===== src/rtl/ibex_pkg.sv =====
// Purpose: types and constants shared by the fetch realignment FIFO and its aligner.
// Latency: n/a (declarations only).
// Backpressure: n/a.
package ibex_pkg;

  // One stored fetch response: the word as returned by memory plus its bus error.
  typedef struct packed {
    logic [31:0] rdata;
    logic        err;
  } fetch_entry_t;

  // A halfword whose two LSBs are 2'b11 starts a 32-bit instruction.
  localparam logic [1:0] OPCODE_32B = 2'b11;

  function automatic logic is_32b(input logic [1:0] lsb);
    return lsb == OPCODE_32B;
  endfunction

endpackage


===== src/rtl/ibex_fetch_realign_fifo_if.sv =====
// Purpose: bundle of the prefetcher-side, redirect and consumer-side signals of the fetch FIFO.
// Latency: n/a (wiring only).
// Backpressure: out_ready_i stalls the consumer side; busy_o throttles the prefetcher.
// Modports: slave = the FIFO itself, master = the prefetcher/decoder environment driving it.
interface ibex_fetch_realign_fifo_if;

  logic        clear_i;
  logic [31:0] clear_addr_i;
  logic        in_valid_i;
  logic [31:0] in_rdata_i;
  logic        in_err_i;
  logic        busy_o;
  logic        out_valid_o;
  logic        out_ready_i;
  logic [31:0] out_rdata_o;
  logic [31:0] out_addr_o;
  logic        out_is_compressed_o;
  logic        out_err_o;

  modport slave (
    input  clear_i, clear_addr_i, in_valid_i, in_rdata_i, in_err_i, out_ready_i,
    output busy_o, out_valid_o, out_rdata_o, out_addr_o, out_is_compressed_o, out_err_o
  );

  modport master (
    output clear_i, clear_addr_i, in_valid_i, in_rdata_i, in_err_i, out_ready_i,
    input  busy_o, out_valid_o, out_rdata_o, out_addr_o, out_is_compressed_o, out_err_o
  );

endinterface


===== src/rtl/ibex_fetch_aligner.sv =====
// Purpose: extract one 16/32-bit instruction from the two oldest fetch words at a halfword PC.
// Latency: purely combinational.
// Backpressure: none; reports whether consuming the instruction retires entry0 (pop).
// Ports: entry0/entry1 + valid0/valid1 = two oldest words, addr_hi = PC[1];
//        instr/is_compressed/err/valid = presented instruction, pop = entry0 retired on accept.
module ibex_fetch_aligner
  import ibex_pkg::*;
(
  input  fetch_entry_t entry0,
  input  fetch_entry_t entry1,
  input  logic         valid0,
  input  logic         valid1,
  input  logic         addr_hi,
  output logic [31:0]  instr,
  output logic         is_compressed,
  output logic         err,
  output logic         valid,
  output logic         pop
);

  // Only the low halfword of entry1 can ever be part of an instruction.
  logic unused_entry1_hi;
  assign unused_entry1_hi = ^entry1.rdata[31:16];

  always_comb begin
    instr         = '0;
    is_compressed = 1'b0;
    err           = 1'b0;
    valid         = 1'b0;
    pop           = 1'b0;

    if (valid0 && entry0.err) begin
      // A faulting word is handed over on its own so the error is taken at
      // this PC without waiting for a following word that may never arrive.
      valid = 1'b1;
      err   = 1'b1;
      pop   = 1'b1;
      instr = addr_hi ? {16'h0, entry0.rdata[31:16]} : entry0.rdata;
    end else if (!addr_hi) begin
      valid = valid0;
      if (is_32b(entry0.rdata[1:0])) begin
        instr = entry0.rdata;
        pop   = 1'b1;
      end else begin
        // Upper halfword still pending, so the word stays.
        instr         = {16'h0, entry0.rdata[15:0]};
        is_compressed = 1'b1;
      end
    end else if (!is_32b(entry0.rdata[17:16])) begin
      valid         = valid0;
      instr         = {16'h0, entry0.rdata[31:16]};
      is_compressed = 1'b1;
      pop           = 1'b1;
    end else begin
      // Straddling 32-bit instruction: needs the next word too.
      valid = valid0 & valid1;
      instr = {entry1.rdata[15:0], entry0.rdata[31:16]};
      err   = entry0.err | entry1.err;
      pop   = 1'b1;
    end

    // Nothing leaks out of stale/invalid storage.
    if (!valid) begin
      instr         = '0;
      is_compressed = 1'b0;
      err           = 1'b0;
      pop           = 1'b0;
    end
  end

endmodule


===== src/rtl/ibex_fetch_realign_fifo.sv =====
// Purpose: fetch word buffer presenting one realigned instruction (16/32-bit) with its PC.
// Latency: 1 cycle in->out; 0 cycles when IBEX_FETCH_FIFO_BYPASS_EN is defined and the buffer is short.
// Backpressure: out_ready_i holds the instruction; busy_o rises at DEPTH-1 words so one in-flight response always fits.
// Ports: clk_i, rst_ni (async active-low), bus (slave modport): clear_i/clear_addr_i redirect,
//        in_* fetch responses, busy_o, out_* realigned instruction handshake.
// Optional macro: IBEX_FETCH_FIFO_BYPASS_EN (input word feeds the aligner directly when the buffer is short).
// DEPTH legal range 2..8.
module ibex_fetch_realign_fifo
  import ibex_pkg::*;
#(
  parameter int unsigned DEPTH = 3
) (
  input  logic                     clk_i,
  input  logic                     rst_ni,
  ibex_fetch_realign_fifo_if.slave bus
);

  fetch_entry_t [DEPTH-1:0] entry_q, entry_d;
  logic [DEPTH-1:0]         valid_q, valid_d;
  logic [31:0]              addr_q, addr_d;

  fetch_entry_t             in_entry;
  logic                     push;
  logic [DEPTH:0]           vbase, ins_oh, ext_valid;
  fetch_entry_t [DEPTH:0]   ext_entry;

  fetch_entry_t             al_entry0, al_entry1;
  logic                     al_valid0, al_valid1;
  logic [31:0]              al_instr;
  logic                     al_comp, al_err, al_valid, al_pop;
  logic                     hs, pop, overflow;

  assign in_entry.rdata = bus.in_rdata_i;
  assign in_entry.err   = bus.in_err_i;

  // A response arriving with a redirect belongs to the old stream.
  assign push = bus.in_valid_i & ~bus.clear_i;

  // Storage plus the incoming word placed in the lowest free slot. Valid bits
  // are thermometer coded, so the lowest free slot is the first 0 above a 1.
  // Shifting this extended view by the pop count gives the next state, which
  // covers push, pop and push-with-pop uniformly.
  assign vbase     = {1'b0, valid_q};
  assign ins_oh    = {(DEPTH+1){push}} & ~vbase & {vbase[DEPTH-1:0], 1'b1};
  assign ext_valid = vbase | ins_oh;

  always_comb begin
    for (int i = 0; i < DEPTH; i++) begin
      ext_entry[i] = ins_oh[i] ? in_entry : entry_q[i];
    end
    ext_entry[DEPTH] = in_entry;
  end

`ifdef IBEX_FETCH_FIFO_BYPASS_EN
  // The aligner sees the incoming word as if already stored.
  assign al_entry0 = ext_entry[0];
  assign al_entry1 = ext_entry[1];
  assign al_valid0 = ext_valid[0];
  assign al_valid1 = ext_valid[1];
`else
  assign al_entry0 = entry_q[0];
  assign al_entry1 = entry_q[1];
  assign al_valid0 = valid_q[0];
  assign al_valid1 = valid_q[1];
`endif

  ibex_fetch_aligner u_aligner (
    .entry0        (al_entry0),
    .entry1        (al_entry1),
    .valid0        (al_valid0),
    .valid1        (al_valid1),
    .addr_hi       (addr_q[1]),
    .instr         (al_instr),
    .is_compressed (al_comp),
    .err           (al_err),
    .valid         (al_valid),
    .pop           (al_pop)
  );

  assign hs  = al_valid & bus.out_ready_i;
  // The consumer still sees a handshake during a redirect, but the flush wins.
  assign pop = hs & al_pop & ~bus.clear_i;

  // Full, pushing and not popping: the word has nowhere to go.
  assign overflow = ext_valid[DEPTH] & ~pop;

  always_comb begin
    for (int i = 0; i < DEPTH; i++) begin
      entry_d[i] = pop ? ext_entry[i+1] : ext_entry[i];
      valid_d[i] = pop ? ext_valid[i+1] : ext_valid[i];
    end
    addr_d = addr_q;
    if (bus.clear_i) begin
      valid_d = '0;
      addr_d  = bus.clear_addr_i;
    end else if (hs) begin
      addr_d = addr_q + (al_comp ? 32'd2 : 32'd4);
    end
  end

  always_ff @(posedge clk_i or negedge rst_ni) begin
    if (!rst_ni) begin
      entry_q <= '0;
      valid_q <= '0;
      addr_q  <= '0;
    end else begin
      entry_q <= entry_d;
      valid_q <= valid_d;
      addr_q  <= addr_d;
    end
  end

  // Thermometer valid bits: count >= DEPTH-1 exactly when slot DEPTH-2 is full.
  assign bus.busy_o              = valid_q[DEPTH-2];
  assign bus.out_valid_o         = al_valid;
  assign bus.out_rdata_o         = al_instr;
  assign bus.out_addr_o          = addr_q;
  assign bus.out_is_compressed_o = al_comp;
  assign bus.out_err_o           = al_err;

  no_overflow_a : assert property (@(posedge clk_i) disable iff (!rst_ni) !overflow);

endmodule

===== src/flat_wrapper.sv =====
// flat-port wrapper written by rule: the top's interface ports become plain ports
module ibex_fetch_realign_fifo_flat import ibex_pkg::*;
#(
  parameter int unsigned DEPTH = 3
)
  (clk_i, rst_ni, bus_clear_i, bus_clear_addr_i, bus_in_valid_i, bus_in_rdata_i, bus_in_err_i, bus_out_ready_i, bus_busy_o, bus_out_valid_o, bus_out_rdata_o, bus_out_addr_o, bus_out_is_compressed_o, bus_out_err_o);
  ibex_fetch_realign_fifo_if bus_i ();
  input  logic clk_i;
  input  logic rst_ni;
  input wire logic [$bits(bus_i.clear_i)-1:0] bus_clear_i;
  input wire logic [$bits(bus_i.clear_addr_i)-1:0] bus_clear_addr_i;
  input wire logic [$bits(bus_i.in_valid_i)-1:0] bus_in_valid_i;
  input wire logic [$bits(bus_i.in_rdata_i)-1:0] bus_in_rdata_i;
  input wire logic [$bits(bus_i.in_err_i)-1:0] bus_in_err_i;
  input wire logic [$bits(bus_i.out_ready_i)-1:0] bus_out_ready_i;
  output wire logic [$bits(bus_i.busy_o)-1:0] bus_busy_o;
  output wire logic [$bits(bus_i.out_valid_o)-1:0] bus_out_valid_o;
  output wire logic [$bits(bus_i.out_rdata_o)-1:0] bus_out_rdata_o;
  output wire logic [$bits(bus_i.out_addr_o)-1:0] bus_out_addr_o;
  output wire logic [$bits(bus_i.out_is_compressed_o)-1:0] bus_out_is_compressed_o;
  output wire logic [$bits(bus_i.out_err_o)-1:0] bus_out_err_o;
  assign bus_i.clear_i = bus_clear_i;
  assign bus_i.clear_addr_i = bus_clear_addr_i;
  assign bus_i.in_valid_i = bus_in_valid_i;
  assign bus_i.in_rdata_i = bus_in_rdata_i;
  assign bus_i.in_err_i = bus_in_err_i;
  assign bus_i.out_ready_i = bus_out_ready_i;
  assign bus_busy_o = bus_i.busy_o;
  assign bus_out_valid_o = bus_i.out_valid_o;
  assign bus_out_rdata_o = bus_i.out_rdata_o;
  assign bus_out_addr_o = bus_i.out_addr_o;
  assign bus_out_is_compressed_o = bus_i.out_is_compressed_o;
  assign bus_out_err_o = bus_i.out_err_o;
  ibex_fetch_realign_fifo #(.DEPTH(DEPTH)) u_core (.clk_i(clk_i), .rst_ni(rst_ni), .bus(bus_i));
endmodule

===== config.mk =====
export PLATFORM = sky130hd
export DESIGN_NAME = ibex_fetch_realign_fifo_flat
export DESIGN_NICKNAME = d
export VERILOG_FILES = /design/src/rtl/ibex_pkg.sv /design/src/rtl/ibex_fetch_realign_fifo_if.sv /design/src/rtl/ibex_fetch_aligner.sv /design/src/rtl/ibex_fetch_realign_fifo.sv /design/src/flat_wrapper.sv
export SDC_FILE = /design/constraint.sdc
export NUM_CORES = 1
export LEC_CHECK = 0
export ABC_AREA = 1
export BUFFER_PORTS_ARGS = -buffer_cell sky130_fd_sc_hd__buf_2
export CORE_MARGIN = 8
export CORE_UTILIZATION = 25
export CTS_CLUSTER_DIAMETER = 50
export DETAILED_ROUTE_END_ITERATION = 8
export MAX_ROUTING_LAYER = met4
export PLACE_DENSITY = 0.44
export SLEW_MARGIN = 25
export SYNTH_ARGS = -nofsm -noshare
export SYNTH_HDL_FRONTEND = slang
export SYNTH_SLANG_ARGS = --single-unit

===== constraint.sdc =====
create_clock -name clk_i -period 3.29 [get_ports clk_i]
set_input_delay 0.658 -clock clk_i [delete_from_list [all_inputs] [get_ports clk_i]]
set_output_delay 0.658 -clock clk_i [all_outputs]
set_load 0.1 [all_outputs]

=== Yosys cells after proc, flatten, opt, wreduce, memory -nomap -nowiden ===
Cells that the tools add are included.

* Input port bits: 70
* Logic and storage cells: 60
* Output and inout port bits: 68
* Register bits after elaboration: 134

* $add $sub $neg: 1
* Bitwise operators: 11
* Mux-type cells: 35
* Reductions and logical operators: 3
* Equality and inequality tests: 2

{| class="wikitable"
|+ Operator list
! operator !! count
|-
| $mux 32 || 8
|-
| $mux 33 || 6
|-
| $add 32x32->32 || 1
|-
| $mux 1 || 19
|-
| $and 4x4->4 || 2
|-
| $mux 3 || 2
|-
| $and 1x1->1 || 5
|-
| $eq 2x2->1 const B || 2
|-
| $not 3->4 || 1
|-
| $or 3x4->4 || 1
|-
| $reduce_bool 2->1 || 2
|-
| $logic_and 1x1->1 || 1
|-
| $not 1->1 || 1
|-
| $or 1x1->1 || 1
|}

=== Depth between registers and ports, before layout ===
* Depth after elaboration: 9
* Mapped depth: 15
* Depth with buffers taken out: 14

=== Hierarchy ===
A second synthesis with hierarchy kept.

* Cells, all modules: 1,081
* Area, all modules: 7,818.7 µm²

{| class="wikitable"
|+ Modules (own cells, without submodules)
! module !! seq. area each (µm²) !! cells an instance !! instances !! area an instance (µm²)
|-
| ibex_fetch_realign_fifo || 3,353.2 || 943 || 1 || 7,189.4
|-
| ibex_fetch_aligner || 0.0 || 138 || 1 || 629.4
|}

=== Worst setup path before layout ===
OpenSTA, ideal clock, no wires.

* Kind: register to register
* Start point: reg u_core.addr_q[1], in the netlist u_core.bus.out_addr_o[1]
* End point: reg u_core.addr_q[21], in the netlist u_core.bus.out_addr_o[21]
* Arrival time: 4.659 ns
* Data required time: 3.163 ns
* Setup slack: -1.497 ns
* Period minus slack after synthesis: 4.787 ns
* Setup time: 0.127 ns
* Stages on the path, launching flop included: 14
* Buffers on the path: 1
* Cells stage by stage: dfrtp_1 buf_6 nand2_4 o21ai_0 nor3_1 ha_1 inv_1 fa_1 nor2_1 nand2_1 nor2_1 nand4_1 nand3_1 nand3_1

* Cells in the longest elaborated chain, start to end: 7
* Elaborated cells between the ends (all ways): 11
* Those cells by class: add/sub: 1; mux: 8; bitwise: 1; reduce/logical: 1

{| class="wikitable"
|+ RTL lines
! what !! RTL line !! text
|-
| start, declared || ibex_fetch_realign_fifo.sv:20 || <nowiki>logic [31:0] addr_q, addr_d;</nowiki>
|-
| start signal, assigned || ibex_fetch_realign_fifo.sv:109 || <nowiki>addr_q <= addr_d;</nowiki>
|-
| $mux 1 || ibex_fetch_aligner.sv:39 || <nowiki>end else if (!addr_hi) begin</nowiki>
|-
| $mux 1 || ibex_fetch_aligner.sv:32 || <nowiki>if (valid0 && entry0.err) begin</nowiki>
|-
| $mux 1 (*) || ibex_fetch_aligner.sv:63 || <nowiki>if (!valid) begin</nowiki>
|-
| net bus_out_is_compressed_o || flat_wrapper.sv:20 || <nowiki>output wire logic [$bits(bus_i.out_is_compressed_o)-1:0] bus_out_is_compressed_o;</nowiki>
|-
| $mux 3 (*) || ibex_fetch_realign_fifo.sv:97 || <nowiki>addr_d = addr_q + (al_comp ? 32'd2 : 32'd4);</nowiki>
|-
| $add 32x32->32 (*) || ibex_fetch_realign_fifo.sv:97 ||
|-
| $mux 32 (*) || ibex_fetch_realign_fifo.sv:96 || <nowiki>end else if (hs) begin</nowiki>
|-
| $mux 32 (*) || ibex_fetch_realign_fifo.sv:93 || <nowiki>if (bus.clear_i) begin</nowiki>
|}

Mark *: on every way through the listed nets, which the timed path passes. The rest lies on a longest branch. The select of a mux whose other input is x is not followed.
A chain may end at the register's enable or synchronous reset.

=== Worst setup path after layout ===
* Start point: reg u_core.addr_q[1], in the netlist u_core.bus.out_addr_o[1]
* End point: out bus_out_rdata_o[0]

* Cells in the longest elaborated chain, start to end: 3
* Elaborated cells between the ends (all ways): 6
* Those cells by class: mux: 6

{| class="wikitable"
|+ RTL lines
! what !! RTL line !! text
|-
| $mux 32 (tied with other cells) || ibex_fetch_aligner.sv:39 ||
|-
| $mux 32 / $mux 1 (equally long branches) || ibex_fetch_aligner.sv:32 ||
|-
| $mux 32 (*) || ibex_fetch_aligner.sv:63 ||
|-
| end, declared || flat_wrapper.sv:18 || <nowiki>output wire logic [$bits(bus_i.out_rdata_o)-1:0] bus_out_rdata_o;</nowiki>
|}

Every way passes the cells marked *; elsewhere a longest branch is shown, timed or not.

==> flow_metrics.tcl <==
set metrics [dict create \
    status "completed" \
    final_common_cell "nand2_1" \
    instances_no_fill 1711 \
    cts_buffers 17 \
    tightest_slew_ns 0.906 \
    synth_top_area_share 0.417 \
    arrival_ns 2.37 \
    fmax_ghz 0.330 \
    synth_flop_cell "dfrtp_1" \
    place_area_mm2 0.00966 \
    netlist-cell-type-count 37 \
    crit_path_max_fanout 34 \
    final-hold-violation-count 0 \
    dieArea_mm2 0.0381 \
    critPathLaunchType "register" \
    ir_drop_uv 364 \
    synth_area_mm2 0.00803 \
    slowest_stage "inv_2" \
    grt_usage 0.161 \
    syn_nets 1256 \
    fin_area_mm2 0.0103 \
    die_h_um 195 \
    dpl.hpwl_um 20500 \
    first_global_vias 8096 \
    slew_violations 0 \
    finalWeightedCongestion 0.844 \
    required_ns 2.63 \
    ys_top_cells_by_area "dfrtp_1, nand2_1, nand3_1, o21ai_0, inv_1" \
    ys_seq_elements 134 \
    setup_tns_ns 0 \
    antenna_found_initial 3 \
    syn-instance-count 1183 \
    cts_resized 0 \
    pwr_density_cell_mw_per_mm2 682 \
    cellLeakagePower_uw 0.00514 \
    seq_area_frac_synth 0.417 \
    root_buffer "clkbuf_16" \
    cts_tree "built" \
    drc 0 \
    grt_pass1_wl_um 47100 \
    final_cell_mix "nand2_1, nand3_1, dfrtp_1" \
    critPathKind "reg -> out" \
    fp.coreArea_mm2 0.0316 \
    hold_class "in -> async" \
    drt_pass1_iterations 5 \
    clock_tree.buffer_depth 2 \
    drv_cap 0 \
    worstPathCellList "buf_4 > inv_2 > nand2_1 > a21oi_1 > buf_12" \
    via_per_inst 4.76 \
    top_level_ports 138 \
    cpPeakStageDelay_ns 0.48 \
    cts_setup_buffers 0 \
    setup_viol 0 \
    cts_sinks 134 \
    row_count 65 \
    grt.overflow.total 0 \
    synth_area_per_cell_um2 6.79 \
    drive_gt1_frac 0.161 \
    relSlewSlack 0.396 \
    dp_cells 1678 \
    synth_edf_count 0 \
    crit_path_end_kind "output port" \
    io_buffers 137 \
    final_nets 1368 \
    yosys_warnings 0 \
    clk_pin_slew_worst_paths_ns 0.06 \
    yosysTopAreaCell "dfrtp_1" \
    clk_latency_ns 0.44 \
    syn_to_final_growth_pct 27.8 \
    post-route-util 0.324 \
    period_minus_slack_ns 3.03 \
    wl_per_cell_um 17.4 \
    power_uw 6990 \
    grt_start_max_net_pins 70 \
    rsz0062_at_grt "no" \
    fin_skew_ns 0.0131 \
    drtAntennaViolNets 0 \
    die_x_um 195 \
    wl_um 29800 \
    htree_num_levels 4 \
    async_flop_share 1.00 \
    period_share 0.921 \
    start_util 0.254 \
    drt_iter0_markers 635 \
    cts_hold_buffers 0 \
    vias 8136 \
]
through the flow:
stage,hold WS (ns),setup slack (ns)
after global routing,0.296,0.133
final,0.269,0.260
after CTS,0.288,0.207
after detailed placement,0.476,0.474
after global placement,0.471,0.552
after floorplan,0.362,-0.332
cell families after synthesis:
family / synth area share
compound gates: 0.0911
xor+xnor: 0.0120
fa+ha+maj: 0.00561
buf+inv: 0.0869
flops: 0.417
simple gates: 0.387
critical path: cells and delay by family, from the launching register on:
family	cells	cell delay (ns)
buf+inv	3	0.95
flops	1	0.45
compound gates	1	0.39
simple gates	1	0.12
cell usage after synthesis, types with 2 or more instances:
| cell type | n |
|---|---|
| nand2_1 | 437 |
| nand3_1 | 208 |
| dfrtp_1 | 134 |
| o21ai_0 | 107 |
| inv_1 | 87 |
| nor2_1 | 64 |
| clkbuf_1 | 35 |
| a21oi_1 | 17 |
| buf_2 | 15 |
| o21ai_1 | 9 |
| xor2_1 | 9 |
| buf_4 | 7 |
| buf_6 | 7 |
| buf_1 | 5 |
| nor3_1 | 5 |
| nand4_1 | 4 |
| nand2_2 | 3 |
| nand3b_1 | 3 |
| or2_2 | 3 |
| clkinv_1 | 2 |
| ha_1 | 2 |
| inv_2 | 2 |
| o211ai_1 | 2 |
| o21bai_1 | 2 |
| xnor2_1 | 2 |
final timing paths:
kind,from,to,slack (ns),cells past startpoint
worst max-delay path,u_core.bus.out_addr_o[1],bus_out_rdata_o[0],0.26,5
worst min-delay path,rst_ni,u_core.bus.out_addr_o[19],0.27,1
worst max register to register,u_core.al_entry0[18],u_core.bus.out_addr_o[21],0.48,12
worst min register to register,u_core.bus.out_addr_o[0],u_core.bus.out_addr_o[0],0.49,2
max in group asynchronous,rst_ni,u_core.entry_q[90],2.30,2
min in group clk_i,bus_clear_addr_i[0],u_core.bus.out_addr_o[0],0.43,3
layout make-up:
class	instances	area, um2
multi-input cells	889	4010
fillers	3401	21400
inverters	91	342
repair buffers	162	1450
clock buffers	22	474
clock inverters	8	124
well taps	402	503
flip-flops and latches	134	3350
diodes	3	7.51
flip-flops by register name, indices dropped and copies added, names as in the netlist:
| name | cells |
|---|---|
| u_core.bus.out_addr_o | 32 |
| u_core.entry_q | 33 |
| u_core.valid_q | 3 |
| u_core.al_entry1 | 33 |
| u_core.al_entry0 | 33 |
metal layers:
metal | share of wire | global-route usage | vias up
met5 | 0 | - | -
met4 | 0.011 | 0.0385 | 0
met3 | 0.050 | 0.0390 | 23
met2 | 0.46 | 0.257 | 203
met1 | 0.47 | 0.205 | 3875
li1 | - | - | 4035
where the power goes:
group / leakage, uW / switching (uW) / total [uW] / internal, uW
clock network: 0.000288 / 790 / 2030 / 1240
logic: 0.00319 / 1720 / 2460 / 736
registers: 0.00167 / 338 / 2500 / 2160
Power figures use the tool's default switching activity.
